==> src/rtl/xmit_pkg.sv <==
// Types and constants shared by the PHY transmit serializer and receive deframer.
// Control-word width, error-bit layout, FSM states and nibble order live here.
package xmit_pkg;

    localparam int CTRL_W = 24;
    localparam int ERR_W  = 3;

    localparam int ERR_ODD  = 0;
    localparam int ERR_RUNT = 1;
    localparam int ERR_LONG = 2;

    // Low nibble travels first on the 4-bit PHY interface.
    localparam bit NIBBLE_LO_FIRST = 1'b1;

    typedef enum logic [1:0] {
        WAIT_IDLE,
        IDLE,
        HI,
        LO
    } rx_state_t;

    function automatic logic [ERR_W-1:0] make_err(input logic odd,
                                                  input logic runt,
                                                  input logic too_long);
        logic [ERR_W-1:0] e;
        e           = '0;
        e[ERR_ODD]  = odd;
        e[ERR_RUNT] = runt;
        e[ERR_LONG] = too_long;
        return e;
    endfunction

endpackage

==> src/rtl/phy_rx_nibble_pack.sv <==
// Nibble latch and byte assembly for the receive deframer.
// Produces the registered byte stream with its start-of-frame marker.
module phy_rx_nibble_pack
    import xmit_pkg::*;
(
    input  logic       clk_phy,
    input  logic       reset,
    input  logic [3:0] phy_data_in,
    input  logic       lo_load,
    input  logic       byte_en,
    input  logic       first_byte,
    output logic [7:0] byte_asm,
    output logic [7:0] f_data_out,
    output logic       f_data_valid,
    output logic       f_sof
);

    logic [3:0] lo_nib;

    assign byte_asm = NIBBLE_LO_FIRST ? {phy_data_in, lo_nib} : {lo_nib, phy_data_in};

    always_ff @(posedge clk_phy) begin
        // NOTE: the nibble latch is cleared on reset too, so an aborted frame leaves no stale half-byte.
        if (reset) begin
            lo_nib       <= '0;
            f_data_out   <= '0;
            f_data_valid <= 1'b0;
            f_sof        <= 1'b0;
        end else begin
            f_data_valid <= byte_en;
            f_sof        <= byte_en & first_byte;
            if (lo_load) lo_nib <= phy_data_in;
            if (byte_en) f_data_out <= byte_asm;
        end
    end

endmodule

==> src/rtl/phy_rx_frame.sv <==
// Receive-side PHY deframer: nibble stream in, byte stream plus per-frame
// length/error/priority status out.
module phy_rx_frame
    import xmit_pkg::*;
#(
    parameter int MIN_LEN   = 8,
    parameter int MAX_LEN   = 2048,
    parameter int PRIO_BYTE = 4,
    parameter int PRIO_BIT  = 4
) (
    input  logic              clk_phy,
    input  logic              reset,
    input  logic [3:0]        phy_data_in,
    input  logic              phy_rx_en,
    output logic [7:0]        f_data_out,
    output logic              f_data_valid,
    output logic              f_sof,
    output logic [CTRL_W-1:0] f_ctrl_out,
    output logic              f_ctrl_valid,
    output logic [ERR_W-1:0]  f_err,
    output logic              f_hi_priority
);

    localparam logic [CTRL_W-1:0] MIN_C    = CTRL_W'(MIN_LEN);
    localparam logic [CTRL_W-1:0] MAX_C    = CTRL_W'(MAX_LEN);
    localparam logic [CTRL_W-1:0] PRIO_C   = CTRL_W'(PRIO_BYTE);
    localparam logic [2:0]        PRIO_IDX = 3'(PRIO_BIT);

    rx_state_t         state;
    logic [CTRL_W-1:0] byte_cnt;
    logic              long_flag;
    logic              prio_flag;

    logic       lo_load;
    logic       byte_done;
    logic       byte_en;
    logic [7:0] byte_asm;

    assign lo_load   = phy_rx_en && (state == IDLE || state == LO);
    assign byte_done = phy_rx_en && (state == HI);
    // Bytes beyond the ceiling are assembled but never forwarded.
    assign byte_en   = byte_done && (byte_cnt < MAX_C);

    phy_rx_nibble_pack u_pack (
        .clk_phy      (clk_phy),
        .reset        (reset),
        .phy_data_in  (phy_data_in),
        .lo_load      (lo_load),
        .byte_en      (byte_en),
        .first_byte   (byte_cnt == '0),
        .byte_asm     (byte_asm),
        .f_data_out   (f_data_out),
        .f_data_valid (f_data_valid),
        .f_sof        (f_sof)
    );

    always_ff @(posedge clk_phy) begin
        if (reset) begin
            state         <= WAIT_IDLE;
            byte_cnt      <= '0;
            long_flag     <= 1'b0;
            prio_flag     <= 1'b0;
            f_ctrl_out    <= '0;
            f_ctrl_valid  <= 1'b0;
            f_err         <= '0;
            f_hi_priority <= 1'b0;
        end else begin
            f_ctrl_valid <= 1'b0;
            case (state)
                WAIT_IDLE: begin
                    if (!phy_rx_en) state <= IDLE;
                end
                IDLE: begin
                    if (phy_rx_en) begin
                        state     <= HI;
                        byte_cnt  <= '0;
                        long_flag <= 1'b0;
                        prio_flag <= 1'b0;
                    end
                end
                HI: begin
                    if (phy_rx_en) begin
                        state <= LO;
                        if (byte_cnt < MAX_C) begin
                            byte_cnt <= byte_cnt + 1'b1;
                            if (byte_cnt == PRIO_C) prio_flag <= byte_asm[PRIO_IDX];
                        end else begin
                            long_flag <= 1'b1;
                        end
                    end else begin
                        // Trailing low nibble is simply dropped; count already excludes it.
                        state         <= IDLE;
                        f_ctrl_valid  <= 1'b1;
                        f_ctrl_out    <= byte_cnt;
                        f_err         <= make_err(1'b1, byte_cnt < MIN_C, long_flag);
                        f_hi_priority <= prio_flag;
                    end
                end
                LO: begin
                    if (phy_rx_en) begin
                        state <= HI;
                    end else begin
                        state         <= IDLE;
                        f_ctrl_valid  <= 1'b1;
                        f_ctrl_out    <= byte_cnt;
                        f_err         <= make_err(1'b0, byte_cnt < MIN_C, long_flag);
                        f_hi_priority <= prio_flag;
                    end
                end
                default: state <= WAIT_IDLE;
            endcase
        end
    end

endmodule
==> config.mk <==
export PLATFORM = sky130hd
export DESIGN_NAME = phy_rx_frame
export DESIGN_NICKNAME = d
export VERILOG_FILES = /design/src/rtl/xmit_pkg.sv /design/src/rtl/phy_rx_nibble_pack.sv /design/src/rtl/phy_rx_frame.sv
export SDC_FILE = /design/constraint.sdc
export NUM_CORES = 1
export LEC_CHECK = 0
export CORE_MARGIN = 2
export CORE_UTILIZATION = 35
export CTS_BUF_LIST = sky130_fd_sc_hd__clkbuf_8
export CTS_CLUSTER_SIZE = 20
export DETAILED_ROUTE_END_ITERATION = 10
export GPL_ROUTABILITY_DRIVEN = 0
export PLACE_DENSITY = 0.61
export REMOVE_ABC_BUFFERS = 1
export SETUP_SLACK_MARGIN = 0.15
export SYNTH_ARGS = -nofsm -noshare
export SYNTH_HDL_FRONTEND = slang
export SYNTH_HIERARCHICAL = 1
export SYNTH_SLANG_ARGS = --single-unit
==> constraint.sdc <==
create_clock -name clk_phy -period 2.3 [get_ports clk_phy]
set_input_delay 0.23 -clock clk_phy [delete_from_list [all_inputs] [get_ports clk_phy]]
set_output_delay 0.23 -clock clk_phy [all_outputs]
set_load 0.01 [all_outputs]
==> summary.md, run 1 <==
| Metric | Value |
|---|---|
| Run status | `completed` |
| Final hold violations | `0` |
| CTS hold repair buffers | `0` |
| Die footprint | `roughly 9000 sq um` |
| Aggregate global-route resource usage | `0.1484` |
| YS warnings | `6` |
| Count of instances resized after the clock tree is built | `0` |
| Standby leakage power | `around 1.2 nW` |
| Classification of the worst-slack hold path | `primary input to register` |
| Syn Std Cell Area | `2839 sq um` |
| Root Driver | `clkbuf_8` |
| Required time at the worst-slack endpoint | `2.57 ns` |
| Num rows | `32` |
| Worst supply voltage drop on vdd | `0.3345 mV` |
| Area Growth Syn to Fin | `27.02%` |
| Via count normalized by instance count | `between 4 and 5` |
| Vias after detailed routing | `2,259` |
| Die outline height | `94.07 microns` |
| Worst-path clk slew | `0.08 ns` |
| Antenna violations before repair | `0` |
| Count of pins on the block boundary | `46` |
| Relative slew margins | `0.6817` |
| Routed WL per cell | `12.77 microns` |
| Chip Width | `94.07 microns` |
| Effective utilization at floorplan | `0.3636` |
| Clock tree from TritonCTS | `done` |
| Setup clock skew after layout | `0.01263 ns` |
| Maximum capacitance violations | `0` |
| Detailed-router iteration count before antenna repair | `7` |
| Nets@finish | `~370` |
| Power share of the combinational group | `0.043` |
| Setup violators final | `0` |
| Maximum cell stage delay along the critical path | `between 0.4 and 0.5 ns` |
| Number of nets with antenna violations after routing | `0` |
| Critical path data arrival time | `~2.2 ns` |
| Net switching share of the total power | `0.2212` |
| DR DRC count | `0` |
| First-pass GRT wire length | `a little over 10,000 microns` |
| Max FO, Critical Path | `7` |
| Final period util | `0.8525` |
| Sequential share of power | `0.507` |
| Setup repair after global routing missed its margin | `false` |
| H-tree depth reported by CTS | `3` |
| Number of buffers created by CTS | `9` |
| Number of port buffers | `45` |
| FMAX | `510.0 MHz` |
| Switching power summed over all nets | `542.7 uW` |
| Tmin final | `around 2 ns` |
| Clock network latency to the later pin of the worst-skew pair | `0.35 ns` |
| Clk buf depth | `2` |
| Post-route setup slack | `0.3392 ns` |
| Largest net degree at the start of global routing | `36` |
| Startpoint type of the worst setup path | `register` |
| Average instance area after synthesis | `8.900 sq um` |
| Final-layout worst hold slack | `0.2671 ns` |
| Placeable core region | `7807 sq um` |
| Share of final-layout standard cells stronger than drive strength 1 | `0.1005` |
| Post-synthesis instance total | `around 320` |
| Final total power | `2.454 mW` |
| Worst Setup Path Type | `register to register` |
| Internal power of the cells | `1.911 mW` |
| Slew of the pin with the lowest slew margin | `~0.48 ns` |
| Number of antenna cells inserted | `0` |
| Total setup buffers inserted after CTS | `0` |
| Final routed wirelength across all metal layers | `6002 microns` |
| Final Slew Violations | `0` |
| Sum of net half-perimeters after detailed placement | `between 4000 and 5000 microns` |
| Portion of total power attributed to the clock network | `0.451` |
| Placement-stage worst setup slack | `0.3503 ns` |
| Category of the worst setup path capture point | `register` |
| Iteration-0 DRC count of the detailed router | `122` |
| Via count of the first global-routing pass | `2,221` |
| Power density relative to cell area | `680.5 nW/um^2` |
| Residual overflow from global routing | `0` |
| Chain of cells forming the critical path | `nor4_2 > nand4_1 > buf_4 > or4_1 > a21oi_1` |
| Number of clock sinks | `71` |
| Max stage delay cell, worst path | `or4_1` |
==> power by group through the flow <==
stage	Sequential (mW)	Clock, mW	Combinational, mW
detailed placement	1.27	0	0.106
global placement	1.27	0	0.105
global route	1.24	1.18	0.117
finish	1.24	1.11	0.105
floorplan	1.27	0	0.0448
CTS	1.24	1.13	0.106
==> through the flow <==
step	cell area [sq um]	utilization	instances	TNS (ns)
after global placement	3386	0.4337	455	0
after CTS	3605	0.4617	470	0
final	3606	0.4619	470	0
after global routing	3606	0.4619	470	0
after detailed placement	3386	0.4337	455	0
after floorplan	2738	-	298	-0.7237
==> worst max-delay path, delay by kind of cell, from the launching register on <==
kind	cells	cell delay [ns]
AO/OA/AOI/OAI	1	0.16
buffers and inverters	1	0.26
flip-flops	1	0.33
AND/OR/NAND/NOR	3	1.13
==> placed cells by master (no fill, tap or decap), drive strengths merged, types with 3 or more instances in the layout <==
| master | n |
|---|---|
| a21oi | 39 |
| nand2b | 9 |
| and2 | 14 |
| buf | 11 |
| a211oi | 4 |
| nand2 | 76 |
| clkdlybuf4s50 | 44 |
| clkbuf | 10 |
| dfxtp | 71 |
| nand4 | 8 |
| inv | 8 |
| nor2b | 3 |
| mux2i | 20 |
| nor4 | 6 |
| nor2 | 17 |
| nor3 | 3 |
==> metal layers <==
metal / up-vias / global-route usage / share of wire
met4: 0 / 0.05918 / 0.016
li1: 1163 / - / -
met1: 1028 / 0.1921 / 0.50
met5: - / 0 / 0
met3: 13 / 0.05217 / 0.056
met2: 55 / 0.2256 / 0.43
==> sequential cells by signal (all words and copies together) (netlist names) <==
register,cells
u_pack/lo_nib,4
u_pack/f_data_valid,1
u_pack/f_data_out,8
state,2
long_flag,1
f_ctrl_valid,1
byte_cnt,24
prio_flag,1
f_ctrl_out,24
u_pack/f_sof,1
f_err,3
f_hi_priority,1
==> path summary, 6_finish.rpt <==
check	startpoint	to	slack, ns	depth (start not counted)
max	byte_cnt[16]$_SDFFE_PP0P_	byte_cnt[1]$_SDFFE_PP0P_	0.34	5
min	reset	f_err[1]$_SDFFE_PP0P_	0.27	2
max reg2reg	byte_cnt[16]$_SDFFE_PP0P_	byte_cnt[1]$_SDFFE_PP0P_	0.34	5
min reg2reg	f_ctrl_out[18]$_SDFFE_PP0P_	f_ctrl_out[18]$_SDFFE_PP0P_	0.45	2
==> cell type report <==
class | count | area, sq um
Clock buffer | 10 | 137.6
Clock inverter | 5 | 81.33
Fill cell | 758 | 4202
Inverter | 7 | 26.28
Multi-Input combinational cell | 220 | 1290
Sequential cell | 71 | 1423
Tap cell | 102 | 127.6
Timing Repair Buffer | 55 | 520.5
(Power assumes the default switching activity.)
==> run 2: changes to the inputs <==
--- a/config.mk
+++ b/config.mk
@@ -11,9 +11,11 @@
 export CTS_CLUSTER_SIZE = 20
 export DETAILED_ROUTE_END_ITERATION = 10
 export GPL_ROUTABILITY_DRIVEN = 0
+export GPL_TIMING_DRIVEN = 0
 export PLACE_DENSITY = 0.61
 export REMOVE_ABC_BUFFERS = 1
 export SETUP_SLACK_MARGIN = 0.15
+export SLEW_MARGIN = 20
 export SYNTH_ARGS = -nofsm -noshare
 export SYNTH_HDL_FRONTEND = slang
 export SYNTH_HIERARCHICAL = 1
==> run 2 against run 1 <==
Cell area grew 0.42%. Maximum frequency fell by 0.59%. Worst setup slack got worse by 0.012 ns. Routed wire length shrank 2.5%. Worst hold slack improved by 0.030 ns. Critical path depth stayed put. Flip-flop and latch count unchanged. Critical endpoint is now byte_cnt[8]$_SDFFE_PP0P_. Utilization rose by 0.19 points. Largest cell class unchanged.
==> summary.md, run 2 (synthesized netlist as in run 1, its figures left out) <==
| Metric | Value |
|---|---|
| Effective utilization at floorplan | `0.3636` |
| DR DRC count | `0` |
| Met2 routed wirelength | `2721 microns` |
| Standby leakage power | `1.219 nW` |
| Clock tree from TritonCTS | `done` |
| Max stage delay cell, worst path | `or4b_1` |
| Portion of total power attributed to the clock network | `0.449` |
| Maximum capacitance violations | `0` |
| Registers with the most flip-flops | `byte_cnt (24), f_ctrl_out (24), u_pack/f_data_out (8)` |
| Die outline height | `94.07 microns` |
| Slew of the pin with the lowest slew margin | `between 0.5 and 0.6 ns` |
| FMAX | `507.0 MHz` |
| Setup repair after global routing missed its margin | `false` |
| Classification of the worst-slack hold path | `primary input to register` |
| Residual overflow from global routing | `0` |
| Internal power of the cells | `1.912 mW` |
| Worst Setup Path Type | `register to register` |
| Relative slew margins | `0.6184` |
| Run status | `completed` |
| Setup clock skew after layout | `0.005383 ns` |
| Max FO, Critical Path | `11` |
| Antenna violations before repair | `0` |
| Worst supply voltage drop on vdd | `0.3392 mV` |
| Routed WL per cell | `roughly 13 microns` |
| Area Growth Syn to Fin | `27.55%` |
| Nets@finish | `368` |
| WL met3 | `292 microns` |
| Final cell count without fillers | `465` |
| Final Slew Violations | `0` |
| Number of clock sinks | `71` |
| Met1 routed wirelength after detailed routing | `2767 microns` |
| Net switching share of the total power | `0.2200` |
| Final hold violations | `0` |
| First-pass GRT wire length | `10,180 microns` |
| Power density relative to cell area | `676.9 nW/um^2` |
| Maximum cell stage delay along the critical path | `~0.50 ns` |
| Die footprint | `8848 sq um` |
| Clock network latency to the later pin of the worst-skew pair | `0.34 ns` |
| Vias after detailed routing | `2,263` |
| Via count of the first global-routing pass | `2,179` |
| Aggregate global-route resource usage | `0.1452` |
| Final routed wirelength across all metal layers | `slightly below 6000 microns` |
| Total negative setup slack | `0 ns` |
| Setup violators final | `0` |
| Category of the worst setup path capture point | `register` |
| Worst-path clk slew | `about 0.08 ns` |
| CTS hold repair buffers | `0` |
| Startpoint type of the worst setup path | `register` |
| Via count normalized by instance count | `approximately 5` |
| Iteration-0 DRC count of the detailed router | `94` |
| Number of buffers created by CTS | `9` |
| Number of antenna cells inserted | `0` |
| Highest-count cells in the layout ignoring fill and taps | `nand2_1 (75), dfxtp_1 (70), clkdlybuf4s50_1 (44)` |
| Count of pins on the block boundary | `46` |
| H-tree depth reported by CTS | `3` |
| Most frequent standard cell in the layout excluding fill and tap cells | `nand2_1` |
| Instance count after placement with tap cells included | `about 450` |
| Sum of net half-perimeters after detailed placement | `4013 microns` |
| Chip Width | `94.07 microns` |
| Final instance area | `around 3600 sq um` |
| Chain of cells forming the critical path | `nor4_2 > nand4_1 > buf_4 > or4b_1 > a21oi_1` |
| Clk buf depth | `2` |
| Crit path max-delay family | `simple AND/OR/NAND/NOR gates` |
| Number of port buffers | `between 40 and 50` |
| Sequential share of power | `0.509` |
| Critical path buffer and inverter count | `1` |
| Standard cell area after detailed placement | `3379 sq um` |
| Largest net degree at the start of global routing | `31` |
| Critical path data arrival time | `2.24 ns` |
| Placeable core region | `roughly 7800 sq um` |
| Root Driver | `clkbuf_8` |
| Final-layout worst hold slack | `0.2966 ns` |
| Number of nets with antenna violations after routing | `0` |
| Top Metal Used | `met4` |
| Switching power summed over all nets | `roughly 540 uW` |
| Detailed-router iteration count before antenna repair | `4` |
| Final total power | `2.451 mW` |
| Share of final-layout standard cells stronger than drive strength 1 | `0.09917` |
| Final period util | `0.8575` |
| Tmin final | `approximately 2.0 ns` |
| Num rows | `32` |
| Power share of the combinational group | `0.042` |
| Required time at the worst-slack endpoint | `between 2 and 3 ns` |
[run 2: cell type report]
| class | count | area [sq um] |
|---|---|---|
| Fill cell | 770 | 4187 |
| Clock buffer | 10 | 137.6 |
| Sequential cell | 71 | 1423 |
| Multi-Input combinational cell | 220 | 1315 |
| Clock inverter | 5 | 81.33 |
| Inverter | 7 | 26.28 |
| Timing Repair Buffer | 50 | 510.5 |
| Tap cell | 102 | 127.6 |
[run 2: routing by layer]
layer | vias to the layer above | track usage
met2 | 42 | 0.2268
met1 | 1055 | 0.1887
met3 | 8 | 0.04414
met5 | - | 0
li1 | 1158 | -
met4 | 0 | 0.05435
[run 2: power groups by stage]
stage,clock (mW),combinational [mW],sequential [mW]
final,1.10,0.103,1.25
after global routing,1.18,0.115,1.25
after CTS,1.12,0.105,1.25
after detailed placement,0,0.104,1.28
after global placement,0,0.0930,1.27
after floorplan,0,0.0448,1.27
[run 2: worst paths after layout]
path                                   start                          to  slack, ns  cells past startpoint
setup / recovery   byte_cnt[16]$_SDFFE_PP0P_    byte_cnt[8]$_SDFFE_PP0P_       0.33                      5
hold / removal                         reset     f_ctrl_valid$_SDFF_PP0_       0.30                      2
hold reg to reg   f_ctrl_out[4]$_SDFFE_PP0P_  f_ctrl_out[4]$_SDFFE_PP0P_       0.45                      2
setup reg to reg   byte_cnt[16]$_SDFFE_PP0P_    byte_cnt[8]$_SDFFE_PP0P_       0.33                      5
[run 2: what timing repair did]
item,CTS,global route
gates resized for setup,2,2
pin swaps,1,1
endpoints found under the setup margin,37,5
setup buffers,1,0
[run 2: worst register-to-register path, delay by kind of cell (launching register included)]
kind / cells / cell delay, ns
flip-flops: 1 / 0.33
AO/OA/AOI/OAI: 1 / 0.14
AND/OR/NAND/NOR: 3 / 1.18
buffers and inverters: 1 / 0.26
[run 2: per-stage QoR]
stage          setup slack, ns  utilization
5_1_grt                 0.1735       0.4638
3_5_place_dp           -0.5726       0.4329
6_report                0.3276       0.4638
4_1_cts                 0.1676       0.4630
2_1_floorplan          -0.1240            -
3_3_place_gp            -1.704       0.4247
==> run 3: changes to the inputs <==
--- a/config.mk
+++ b/config.mk
@@ -7,7 +7,6 @@
 export LEC_CHECK = 0
 export CORE_MARGIN = 2
 export CORE_UTILIZATION = 35
-export CTS_BUF_LIST = sky130_fd_sc_hd__clkbuf_8
 export CTS_CLUSTER_SIZE = 20
 export DETAILED_ROUTE_END_ITERATION = 10
 export GPL_ROUTABILITY_DRIVEN = 0
==> results of run 3 <==
The final DEF is identical to that of run 2; final timing and power are the same.
